[src/rtl/pipe_ctrl_pkg.sv]
// Shared types and constants for the pipeline sequencing controller.
package pipe_ctrl_pkg;

  typedef enum logic [1:0] {
    RUN      = 2'd0,
    MEM_WAIT = 2'd1,
    DRAIN    = 2'd2,
    HALTED   = 2'd3
  } pipe_ctrl_state_t;

  localparam int PIPE_DRAIN_CYCLES_DEFAULT = 3;

endpackage

[src/rtl/lu_detect.sv]
// Combinational load-use compare between the ID sources and the EX load destination.
// Kept standalone so the forwarding unit can share the same compare.
module lu_detect #(
  parameter int ADDR_LEFT = 4
) (
  input  logic               valid_s2,
  input  logic [ADDR_LEFT:0] rs_addr_s2,
  input  logic [ADDR_LEFT:0] rt_addr_s2,
  input  logic               use_rs_s2,
  input  logic               use_rt_s2,
  input  logic               sel_mem_s3,
  input  logic               rw_s3,
  input  logic [ADDR_LEFT:0] waddr_s3,
  output logic               lu_hit
);

  logic rs_match;
  logic rt_match;

  assign rs_match = use_rs_s2 & (rs_addr_s2 == waddr_s3);
  assign rt_match = use_rt_s2 & (rt_addr_s2 == waddr_s3);

  // r0 is hardwired to zero, so a load targeting it never creates a hazard.
  assign lu_hit = valid_s2 & sel_mem_s3 & ~rw_s3 & (waddr_s3 != '0) & (rs_match | rt_match);

endmodule

[src/rtl/pipe_hazard_ctrl.sv]
// Pipeline hazard / halt sequencing controller (load-use, memory wait, branch, drain).
// Optional performance counters are built when PIPE_CTRL_PERF_EN is defined.
module pipe_hazard_ctrl
  import pipe_ctrl_pkg::*;
#(
  parameter int REG_WORDS    = 32,
  parameter int ADDR_LEFT    = $clog2(REG_WORDS) - 1,
  parameter int DRAIN_CYCLES = PIPE_DRAIN_CYCLES_DEFAULT,
  parameter int CNT_BITS     = 32
) (
  input  logic                clk,
  input  logic                rst_,
  input  logic                valid_s2,
  input  logic [ADDR_LEFT:0]  rs_addr_s2,
  input  logic [ADDR_LEFT:0]  rt_addr_s2,
  input  logic                use_rs_s2,
  input  logic                use_rt_s2,
  input  logic                halt_s2,
  input  logic                sel_mem_s3,
  input  logic                rw_s3,
  input  logic [ADDR_LEFT:0]  waddr_s3,
  input  logic                take_branch_s3,
  input  logic                mem_req_s4,
  input  logic                mem_ready,
  output logic                stall_if,
  output logic                stall_id,
  output logic                bubble_s3,
  output logic                flush_s2,
  output logic                stall_mem,
  output logic                halted
`ifdef PIPE_CTRL_PERF_EN
  ,
  output logic [CNT_BITS-1:0] stall_cnt,
  output logic [CNT_BITS-1:0] flush_cnt
`endif
);

  pipe_ctrl_state_t state, state_nxt, eff_state;
  logic             ret_drain, ret_drain_nxt;
  logic [2:0]       drain_cnt, drain_cnt_nxt;
  logic             lu_hit;
  logic             mem_wait;

  lu_detect #(.ADDR_LEFT(ADDR_LEFT)) u_lu_detect (
    .valid_s2   (valid_s2),
    .rs_addr_s2 (rs_addr_s2),
    .rt_addr_s2 (rt_addr_s2),
    .use_rs_s2  (use_rs_s2),
    .use_rt_s2  (use_rt_s2),
    .sel_mem_s3 (sel_mem_s3),
    .rw_s3      (rw_s3),
    .waddr_s3   (waddr_s3),
    .lu_hit     (lu_hit)
  );

  assign mem_wait = mem_req_s4 & ~mem_ready;

  // Once memory completes, MEM_WAIT behaves exactly like the state it interrupted,
  // so a pending load-use stall or drain step resumes in that same cycle.
  assign eff_state = (state == MEM_WAIT) ? (ret_drain ? DRAIN : RUN) : state;

  // NOTE: every output and next-state variable gets a default first so no path infers a latch.
  always_comb begin
    stall_if      = 1'b0;
    stall_id      = 1'b0;
    bubble_s3     = 1'b0;
    flush_s2      = 1'b0;
    stall_mem     = 1'b0;
    halted        = 1'b0;
    state_nxt     = state;
    ret_drain_nxt = ret_drain;
    drain_cnt_nxt = drain_cnt;

    if (eff_state == HALTED) begin
      halted    = 1'b1;
      stall_if  = 1'b1;
      stall_id  = 1'b1;
      stall_mem = 1'b1;
      bubble_s3 = 1'b1;
    end else if (mem_wait) begin
      stall_if      = 1'b1;
      stall_id      = 1'b1;
      stall_mem     = 1'b1;
      state_nxt     = MEM_WAIT;
      ret_drain_nxt = (eff_state == DRAIN);
    end else if (eff_state == DRAIN) begin
      // Branches are ignored here: halt is older than anything still in EX.
      stall_if  = 1'b1;
      flush_s2  = 1'b1;
      state_nxt = DRAIN;
      if (drain_cnt <= 3'd1) begin
        state_nxt     = HALTED;
        drain_cnt_nxt = 3'd0;
      end else begin
        drain_cnt_nxt = drain_cnt - 3'd1;
      end
    end else begin
      state_nxt = RUN;
      if (take_branch_s3) begin
        flush_s2  = 1'b1;
        bubble_s3 = 1'b1;
      end else if (lu_hit) begin
        stall_if  = 1'b1;
        stall_id  = 1'b1;
        bubble_s3 = 1'b1;
      end else if (halt_s2 && valid_s2) begin
        bubble_s3     = 1'b1;
        state_nxt     = DRAIN;
        drain_cnt_nxt = 3'(DRAIN_CYCLES);
      end
    end
  end

  // NOTE: sequential state uses non-blocking assignments so all registers update together.
  always_ff @(posedge clk) begin
    if (!rst_) begin
      state     <= RUN;
      ret_drain <= 1'b0;
      drain_cnt <= 3'd0;
    end else begin
      state     <= state_nxt;
      ret_drain <= ret_drain_nxt;
      drain_cnt <= drain_cnt_nxt;
    end
  end

`ifdef PIPE_CTRL_PERF_EN
  always_ff @(posedge clk) begin
    if (!rst_) begin
      stall_cnt <= '0;
      flush_cnt <= '0;
    end else begin
      if (stall_if && (state != HALTED) && (stall_cnt != '1))
        stall_cnt <= stall_cnt + CNT_BITS'(1);
      if (flush_s2 && (eff_state == RUN) && (flush_cnt != '1))
        flush_cnt <= flush_cnt + CNT_BITS'(1);
    end
  end
`endif

endmodule
[config.mk]
export PLATFORM = sky130hd
export DESIGN_NAME = pipe_hazard_ctrl
export DESIGN_NICKNAME = d
export VERILOG_FILES = /design/src/rtl/pipe_ctrl_pkg.sv /design/src/rtl/lu_detect.sv /design/src/rtl/pipe_hazard_ctrl.sv
export SDC_FILE = /design/constraint.sdc
export NUM_CORES = 1
export LEC_CHECK = 0
export BUFFER_PORTS_ARGS = -buffer_cell sky130_fd_sc_hd__clkbuf_2
export CAP_MARGIN = 20
export CORE_MARGIN = 1.5
export CORE_UTILIZATION = 39
export DETAILED_ROUTE_END_ITERATION = 16
export PLACE_DENSITY = 0.79
export SLEW_MARGIN = 15
export SYNTH_ARGS = -nofsm -noshare
export SYNTH_HDL_FRONTEND = slang
export SYNTH_SLANG_ARGS = --single-unit
[constraint.sdc]
create_clock -name clk -period 1.66 [get_ports clk]
set_input_delay 0.332 -clock clk [delete_from_list [all_inputs] [get_ports clk]]
set_output_delay 0.332 -clock clk [all_outputs]
set_load 0.005 [all_outputs]
==> metrics.md, run 1 <==
| Metric | Value |
|---|---|
| Failing checks | negative setup slack |
| Post-DRT Antenna Nets | 0 |
| GRT Residual Overflow | 0 |
| Unique masters post-synth | 35 |
| Post-synthesis net count | 112 |
| # DRC | 0 |
| Endpoint type of the worst setup path | output port |
| Via/cell ratio | 5.36 |
| Largest net degree at the start of global routing | 10 |
| Placed cell count | 140 |
| CTS tree | done |
| CORE AREA | roughly 1500 µm² |
| Initial antenna violation count | 0 |
| Post-route minimum period | roughly 2.0 ns |
| Leading area contributor after synthesis | dfxtp_1 |
| # clock sinks | 6 |
| Syn Inst Count | 84 |
| GPL Wtd Cong | 0.771 |
| Skew-Pair Late Insertion Delay | 0.24 ns |
| Num CTS Buffers | 3 |
| Die W | 43.1 µm |
| Crit Path Category | input port to output port |
| Final slew viol count | 0 |
| Final Hold Fails | 0 |
| Clock-pin slew on the worst setup and hold paths | about 0.04 ns |
| Clk Tree Root Cell | clkbuf_4 |
| Final Non-Filler Cells | about 150 |
| Top-area cell type share of the netlist area | 19.1% |
| Mapped Area | between 600 and 700 µm² |
| Setup ws final | -0.334 ns |
| Pre-CTS setup slack | -0.445 ns |
| Sum Neg Setup Slack | -1.17 ns |
| Worst slew pin tran | about 0.39 ns |
| Tcrit/Tclk final | 120% |
| CTS Buffer Depth | 2 |
| Max_cap viols | 0 |
| Worst Skew | ~0.0075 ns |
| Worst path cell trace | buf_6, xor2_2, nor4_2, nand3_1, a21o_2, o41ai_2, buf_2 |
| Detailed Routing Iterations Pass 1 | 4 |
| IO Pins | 32 |
| Diode count | 0 |
| Synth Warn # | 0 |
| Syn avg cell area | approximately 7.5 µm² |
| Status | complete, but fails checks |
| Pwr Density | 538 nW/µm² |
| Final wirelength | between 1.5 and 2 mm |
| Routed len/inst | 12.3 µm |
| Vias in the first global route | 718 |
| Worst endpoint required time | between 1 and 1.5 ns |
| Predominant post-synthesis flop cell | dfxtp_1 |
| RSZ-0062 raised after global routing | yes |
| Number of flops mapped to enable cells by yosys | 0 |
| Full die area | 1860 µm² |
| Peak supply drop | roughly 420 µV |
| # setup viols final | 6 |
| Final core occ | between 60% and 70% |
| Worst path slowest cell | nor4_2 |
| First-pass GRT wire length | 2.86 mm |
| Hold Path Cell Cnt | 2 |
| Min-delay worst type | input port to register |
| Leakage power | 0.000494 µW |
| H-tree depth | 1 |
| Worst path max stage delay | 0.30 ns |
| Fmax | 0.502 GHz |
| Initial Util | about two fifths |
| Area grow syn2layout | 58.0% |
| Asr flop ratio synth | 0% |
| Detailed Place HPWL | roughly 1.4 mm |
| Die height | 43.1 µm |
| Yosys reg bits | 6 |
| Num rows | 14 |
| CP arrival | between 1.5 and 2 ns |
| Vias post-DR | 782 |
| Commonest cells in the netlist | nand2_1, xor2_1, dfxtp_1, nor2_1, o21ai_0 |
| Nets | 160 |
| FF-to-FF path depth | 5 |
| Port Buf Inserts | 31 |
| Synth area leaders | dfxtp_1, xor2_1, o21ai_0, a21o_1, nand2_1 |
| DR iter-0 viols | 18 |
| Seq/Total Area, Yosys | between 10% and 20% |
| Share of cells above drive strength 1 | between 40% and 50% |
| Worst-path maximum fanout | 4 |
| GRT Total Usage | around a fifth |
| Slew margin rel. | 74.0% |
| Startpoint Class | input port |
placed cells by master, fill, tap and decap left out, types with 3 or more instances in the layout:
cell type and count:
nor2_1 6, a21o_1 4, dfxtp_1 6, clkbuf_4 3
buf_4 12, o21ai_0 4, xor2_1 7, clkbuf_2 27
buf_6 3, inv_1 5, nand3_1 4, nand2_1 8
per-layer routing:
| layer | track usage (%) | share of wire (%) |
|---|---|---|
| met1 | 20.9 | 43 |
| met2 | 37.3 | 52 |
| met3 | 6.38 | 4.5 |
| met4 | 4.85 | 0.22 |
| met5 | 0 | 0 |
path summary, 6_finish.rpt:
path	endpoint	start	slack, ns
worst max-delay path	stall_id	rs_addr_s2[1]	-0.33
worst min-delay path	drain_cnt[1]	rst_	0.41
worst max register to register	drain_cnt[1]	state[0]	0.02
worst min register to register	drain_cnt[2]	drain_cnt[2]	0.47
state kept, by name, summed over array words and instances, names as in the netlist:
register   cells
drain_cnt      3
ret_drain      1
state          2
worst max-delay path, delay by kind of cell:
family | cells | cell delay [ns]
AND/OR/NAND/NOR | 2 | 0.46
XOR/XNOR | 1 | 0.17
AO/OA/AOI/OAI | 2 | 0.45
buffers and inverters | 2 | 0.25
layout make-up:
class | count | area, µm²
multi-input combinational | 71 | 518
fill | 123 | 514
timing repair buffer | 45 | 293
sequential | 6 | 120
clock buffer | 3 | 22.5
tap | 16 | 20.0
inverter | 5 | 18.8
what timing repair did:
action,CTS,global route
setup endpoints to repair,4,7
setup buffers,1,2
resized for setup,2,15
pin swaps,6,4
hold endpoints to repair,0,0
hold buffers,0,0
cells by family (layout without fill, tap and decap cells):
group / count (synthesis) / in the layout / share of synthesized area (%)
flip-flops: 6 / 6 / 19.1
AND/OR/NAND/NOR: 30 / 30 / 24.5
XOR/XNOR: 10 / 10 / 13.9
adder cells (fa/ha/maj): 2 / 2 / 3.98
AO/OA/AOI/OAI: 29 / 29 / 34.1
buffers and inverters: 7 / 53 / 4.38
power breakdown:
part	switching (µW)	total [µW]	internal (µW)
clock	51.7	133	81.7
sequential	19.1	176	156
combinational	108	225	116
through the flow:
step           hold slack, ns  area [µm²]  power (µW)
6_report                0.407         992         534
3_5_place_dp            0.479         877         379
4_1_cts                 0.398         925         522
3_3_place_gp            0.470         877         372
5_1_grt                 0.406         992         576
2_1_floorplan           0.452         628         295
Note: power is estimated with default switching activity, not from simulation.
==> run 2: changes to the inputs <==
Settings changed: HOLD_SLACK_MARGIN set to 0.15, MAX_ROUTING_LAYER set to met4.
==> metrics.md, run 2 (synthesis gave the netlist of run 1 again) <==
| Metric | Value |
|---|---|
| Status | complete, but fails checks |
| Failing checks | negative setup slack |
| GPL Wtd Cong | 0.781 |
| CTS Buffer Depth | 2 |
| Most frequent cells in the layout | clkbuf_2, buf_4, nand2_1 |
| Initial antenna violation count | 0 |
| Met3 GRT Util | under 10% |
| Clk Tree Root Cell | clkbuf_4 |
| Worst-path maximum fanout | 4 |
| H-tree depth | 1 |
| Pwr Density | approximately 540 nW/µm² |
| Die W | 43.1 µm |
| Detailed Place HPWL | 1.35 mm |
| Final Hold Fails | 0 |
| Tcrit/Tclk final | 120% |
| Leading cell type in the layout, fill and taps excluded | clkbuf_2 |
| Routed len/inst | approximately 12 µm |
| Largest registers | drain_cnt x3, state x2, ret_drain x1 |
| IO Pins | 32 |
| Area grow syn2layout | 58.0% |
| Peak supply drop | 422 µV |
| DR iter-0 viols | 18 |
| Num rows | 14 |
| Skew-Pair Late Insertion Delay | 0.24 ns |
| Worst Skew | 0.00749 ns |
| Final wirelength | 1.80 mm |
| Via/cell ratio | 5.36 |
| Initial Util | 41.7% |
| Final Non-Filler Cells | 146 |
| Die height | 43.1 µm |
| Leakage power | around 0.00049 µW |
| Slew margin rel. | 74.0% |
| GRT Total Usage | 20.6% |
| Vias post-DR | 782 |
| Share of cells above drive strength 1 | 45.4% |
| Setup ws final | -0.334 ns |
| Hold-fix buffers, CTS | 0 |
| Vias in the first global route | a little over 700 |
| Post-route minimum period | approximately 2.0 ns |
| Worst hold slack | 0.407 ns |
| Top reg by flops | drain_cnt |
| Hold Path Cell Cnt | 2 |
| Max_cap viols | 0 |
| Met2 Track Usage GR | approximately 38% |
| GRT Residual Overflow | 0 |
| # setup viols final | 6 |
| Final core occ | 65.9% |
| Post-DRT Antenna Nets | 0 |
| Met1 usage | 21.4% |
| CORE AREA | 1510 µm² |
| RSZ-0062 raised after global routing | yes |
| First-pass GRT wire length | 2.89 mm |
| Gr busiest metal | met2 |
| Endpoint type of the worst setup path | output port |
| Max reg flops | 3 |
| Fmax | 0.502 GHz |
| Nets | 160 |
| Crit Path Category | input port to output port |
| # DRC | 0 |
| Diode count | 0 |
| Fin area | 992 µm² |
| Clock-pin slew on the worst setup and hold paths | 0.04 ns |
| Worst endpoint required time | 1.33 ns |
| Num CTS Buffers | 3 |
| Worst slew pin tran | 0.387 ns |
| CTS tree | done |
| Placed cell count | 140 |
| Post-DP Area | about 880 µm² |
| Full die area | 1860 µm² |
| Min-delay worst type | input port to register |
| Detailed Routing Iterations Pass 1 | 4 |
| Startpoint Class | input port |
| FF-to-FF path depth | 5 |
| Pre-CTS setup slack | -0.445 ns |
| # clock sinks | 6 |
| Final slew viol count | 0 |
| Port Buf Inserts | 31 |
| Largest net degree at the start of global routing | 10 |
| CP arrival | 1.66 ns |
run 2: cell counts in the layout (fill, tap and decap cells not counted):
Identical to the previous run, type by type.
run 2: path summary, 6_finish.rpt:
kind                 startpoint           end  slack (ns)
hold / removal             rst_  drain_cnt[1]        0.41
setup / recovery  rs_addr_s2[1]      stall_id       -0.33
setup reg to reg       state[0]  drain_cnt[1]        0.02
hold reg to reg    drain_cnt[2]  drain_cnt[2]        0.47
run 2: final cells by class:
cell class	count	area (µm²)
clock buffers	3	22.5
fillers	123	514
inverters	5	18.8
multi-input cells	71	518
flip-flops and latches	6	120
well taps	16	20.0
repair buffers	45	293
run 2: timing repair:
action | in CTS | in global routing
setup buffers | 1 | 2
endpoints found under the setup margin | 4 | 7
resized for setup | 2 | 15
pin swaps | 6 | 4
run 2: metrics by stage:
stage / TNS [ns] / power, µW
after detailed placement: -1.75 / 379
after CTS: -0.975 / 522
after floorplan: -0.112 / 295
final: -1.17 / 534
after global placement: -1.26 / 372
after global routing: -1.41 / 576
run 2: power by group:
group          switching [µW]  internal, µW  leakage, µW
Sequential               19.1           156    0.0000490
Combinational             108           116     0.000431
Clock                    51.7          81.7    0.0000138
Total                     179           355     0.000494
run 2: critical path, cell delays in order:
cell and delay, ns:
buf_6 0.10, xor2_2 0.17, nor4_2 0.30, nand3_1 0.16, a21o_2 0.27, o41ai_2 0.18, buf_2 0.15
run 2: per-layer routing:
metal	wire, µm	part of all wire (%)	vias to the layer above
li1	-	-	395
met1	784	44	359
met2	929	52	26
met3	80	4.4	2
met4	4	0.22	0
met5	0	0	-
==> run 3: changes to the inputs <==
Settings changed: ABC_AREA set to 1.
==> metrics.md, run 3 <==
| Metric | Value |
|---|---|
| Status | completed |
| Num CTS Buffers | 3 |
| Most frequent cells in the layout | nand2_1, clkbuf_2, inv_1 |
| Hold-fix buffers, CTS | 0 |
| R2r startpoint | drain_cnt[1] |
| Power share of the clock group | 27.4% |
| CTS Buffer Depth | 2 |
| Detailed Routing Iterations Pass 1 | 4 |
| Post-DP Area | between 800 and 900 µm² |
| Top-area cell type share of the netlist area | around 24% |
| Full die area | between 1500 and 2000 µm² |
| DR iter-0 viols | 13 |
| Synth area leaders | nand2_1, dfxtp_1, inv_1, nor2_1, nand2_2 |
| Mapped Area | roughly 630 µm² |
| Initial Util | 41.9% |
| Initial antenna violation count | 0 |
| IO Pins | 32 |
| Clock-pin slew on the worst setup and hold paths | 0.04 ns |
| Share of cells above drive strength 1 | 35.1% |
| Die height | 43.2 µm |
| Worst endpoint required time | ~1.3 ns |
| Top reg by flops | drain_cnt |
| Final Hold Fails | 0 |
| Post-DRT Antenna Nets | 0 |
| Area grow syn2layout | 33.5% |
| Crit Path Category | input port to output port |
| Sw power | 160 µW |
| Setup ws final | 0.0737 ns |
| Syn avg cell area | about 5.3 µm² |
| Max_cap viols | 0 |
| End of the worst hold path | drain_cnt[2] |
| Largest registers | drain_cnt x3, state x2, ret_drain x1 |
| Setup slack, reg-to-reg | 0.48 ns |
| # clock sinks | 6 |
| GRT Residual Overflow | 0 |
| Die W | 43.2 µm |
| Worst slew pin tran | approximately 0.24 ns |
| Count leader, synth | nand2_1 |
| Worst hold slack | ~0.37 ns |
| Vias in the first global route | between 700 and 800 |
| CORE AREA | 1510 µm² |
| # setup viols final | 0 |
| GPL Wtd Cong | between 0.8 and 0.9 |
| Fin area | roughly 840 µm² |
| Leading cell type in the layout, fill and taps excluded | nand2_1 |
| Post-synthesis net count | between 100 and 150 |
| Leakage power | 0.000567 µW |
| GRT Total Usage | approximately 18% |
| Asr flop ratio synth | 0% |
| Skew-Pair Late Insertion Delay | 0.23 ns |
| Tcrit/Tclk final | 95.6% |
| Routed len/inst | 8.56 µm |
| HP Start | rst_ |
| Startpoint Class | input port |
| Port Buf Inserts | 31 |
| Final slew viol count | 0 |
| Comb pwr share | 37.9% |
| Commonest cells in the netlist | nand2_1, inv_1, nor2_1, inv_2 |
| Pint | 316 µW |
| H-tree depth | 1 |
| Sum Neg Setup Slack | 0 ns |
| Slew margin rel. | a little over four fifths |
| Pwr Density | 565 nW/µm² |
| Via/cell ratio | around 4.6 |
| Hold Path Cell Cnt | 3 |
| Worst-path maximum fanout | 4 |
| CP arrival | 1.25 ns |
| Leading area contributor after synthesis | nand2_1 |
| Max reg flops | 3 |
| Unique masters post-synth | 18 |
| Fmax | 0.630 GHz |
| Nets | between 150 and 200 |
| Synth Warn # | 0 |
| Worst r2r dst | drain_cnt[1] |
| Seq/Total Area, Yosys | 19.0% |
| CTS tree | done |
| Endpoint type of the worst setup path | output port |
| First-pass GRT wire length | 2.55 mm |
| Post-route minimum period | 1.59 ns |
| Yosys reg bits | 6 |
| Clk Tree Root Cell | clkbuf_4 |
| Pre-CTS setup slack | 0.104 ns |
| Predominant post-synthesis flop cell | dfxtp_1 |
| Syn Inst Count | 120 |
| Num rows | 14 |
| FF-to-FF path depth | 7 |
| Min-delay worst type | input port to register |
| Worst Skew | 0.000658 ns |
| Sw frac | approximately a third |
| Largest net degree at the start of global routing | 8 |
| # DRC | 0 |
| Seq pwr share | 34.7% |
| Vias post-DR | 784 |
| Number of flops mapped to enable cells by yosys | 0 |
| Final wirelength | 1.46 mm |
| Peak supply drop | 494 µV |
| Final core occ | ~56% |
| Diode count | 0 |
| Detailed Place HPWL | 1.19 mm |
-- run 3: routing by layer --
| metal | vias up | global-route usage (%) | wire (µm) |
|---|---|---|---|
| met5 | - | - | 0 |
| met4 | 0 | 3.64 | 0 |
| met3 | 0 | 2.55 | 85 |
| met2 | 24 | 32.2 | 694 |
| met1 | 336 | 19.7 | 675 |
| li1 | 424 | - | - |
-- run 3: logic make-up (layout without fill, tap and decap cells) --
| family | after synthesis | after routing | synth area share, % |
|---|---|---|---|
| buffers and inverters | 27 | 61 | 16.1 |
| AOI/OAI and AO/OA | 9 | 9 | 7.54 |
| adders and majority gates | 2 | 2 | 3.97 |
| and+or+nand+nor | 75 | 75 | 52.0 |
| DFF | 6 | 6 | 19.0 |
| xor gates and xnor gates | 1 | 1 | 1.39 |
-- run 3: area by class of cell --
cell class                      count  area, µm²
Inverter                           27        101
Tap cell                           16       20.0
Sequential cell                     6        120
Multi-Input combinational cell     87        420
Clock buffer                        3       22.5
Fill cell                         153        664
Timing Repair Buffer               31        158
-- run 3: power groups by stage --
stage	Combinational (µW)	Clock (µW)	Sequential, µW
floorplan	111	0	165
global placement	171	0	166
detailed placement	176	0	167
CTS	178	135	164
global route	207	146	166
finish	180	130	165
-- run 3: timing repair --
action	in CTS	in global routing
endpoints found under the setup margin	0	2
setup buffers	0	0
resized for setup	0	5
-- run 3: worst max-delay path: stages --
cell and delay [ns]:
clkbuf_2 0.12, inv_2 0.04, nand2_1 0.05, nand2_1 0.06, nor2_2 0.09, nand3_1 0.10, nand2_2 0.10, nand3_2 0.08
o21ai_1 0.14, clkbuf_2 0.12
-- run 3: through the flow --
stage / instances / power [µW]
2_1_floorplan: 120 / 276
3_3_place_gp: 167 / 337
3_5_place_dp: 167 / 343
4_1_cts: 170 / 477
5_1_grt: 170 / 519
6_report: 170 / 475
-- run 3: how the worst max path moves through the flow --
| stage | end | slack [ns] | cells past startpoint | start |
|---|---|---|---|---|
| 6_report | stall_id | 0.07 | 10 | waddr_s3[1] |
| 5_1_grt | stall_id | -0.04 | 10 | waddr_s3[1] |
| 4_1_cts | bubble_s3 | 0.08 | 6 | ret_drain |
| 3_5_place_dp | stall_id | 0.10 | 10 | waddr_s3[0] |
| 3_3_place_gp | stall_id | 0.11 | 10 | waddr_s3[0] |
| 2_1_floorplan | stall_id | 0.42 | 8 | waddr_s3[4] |
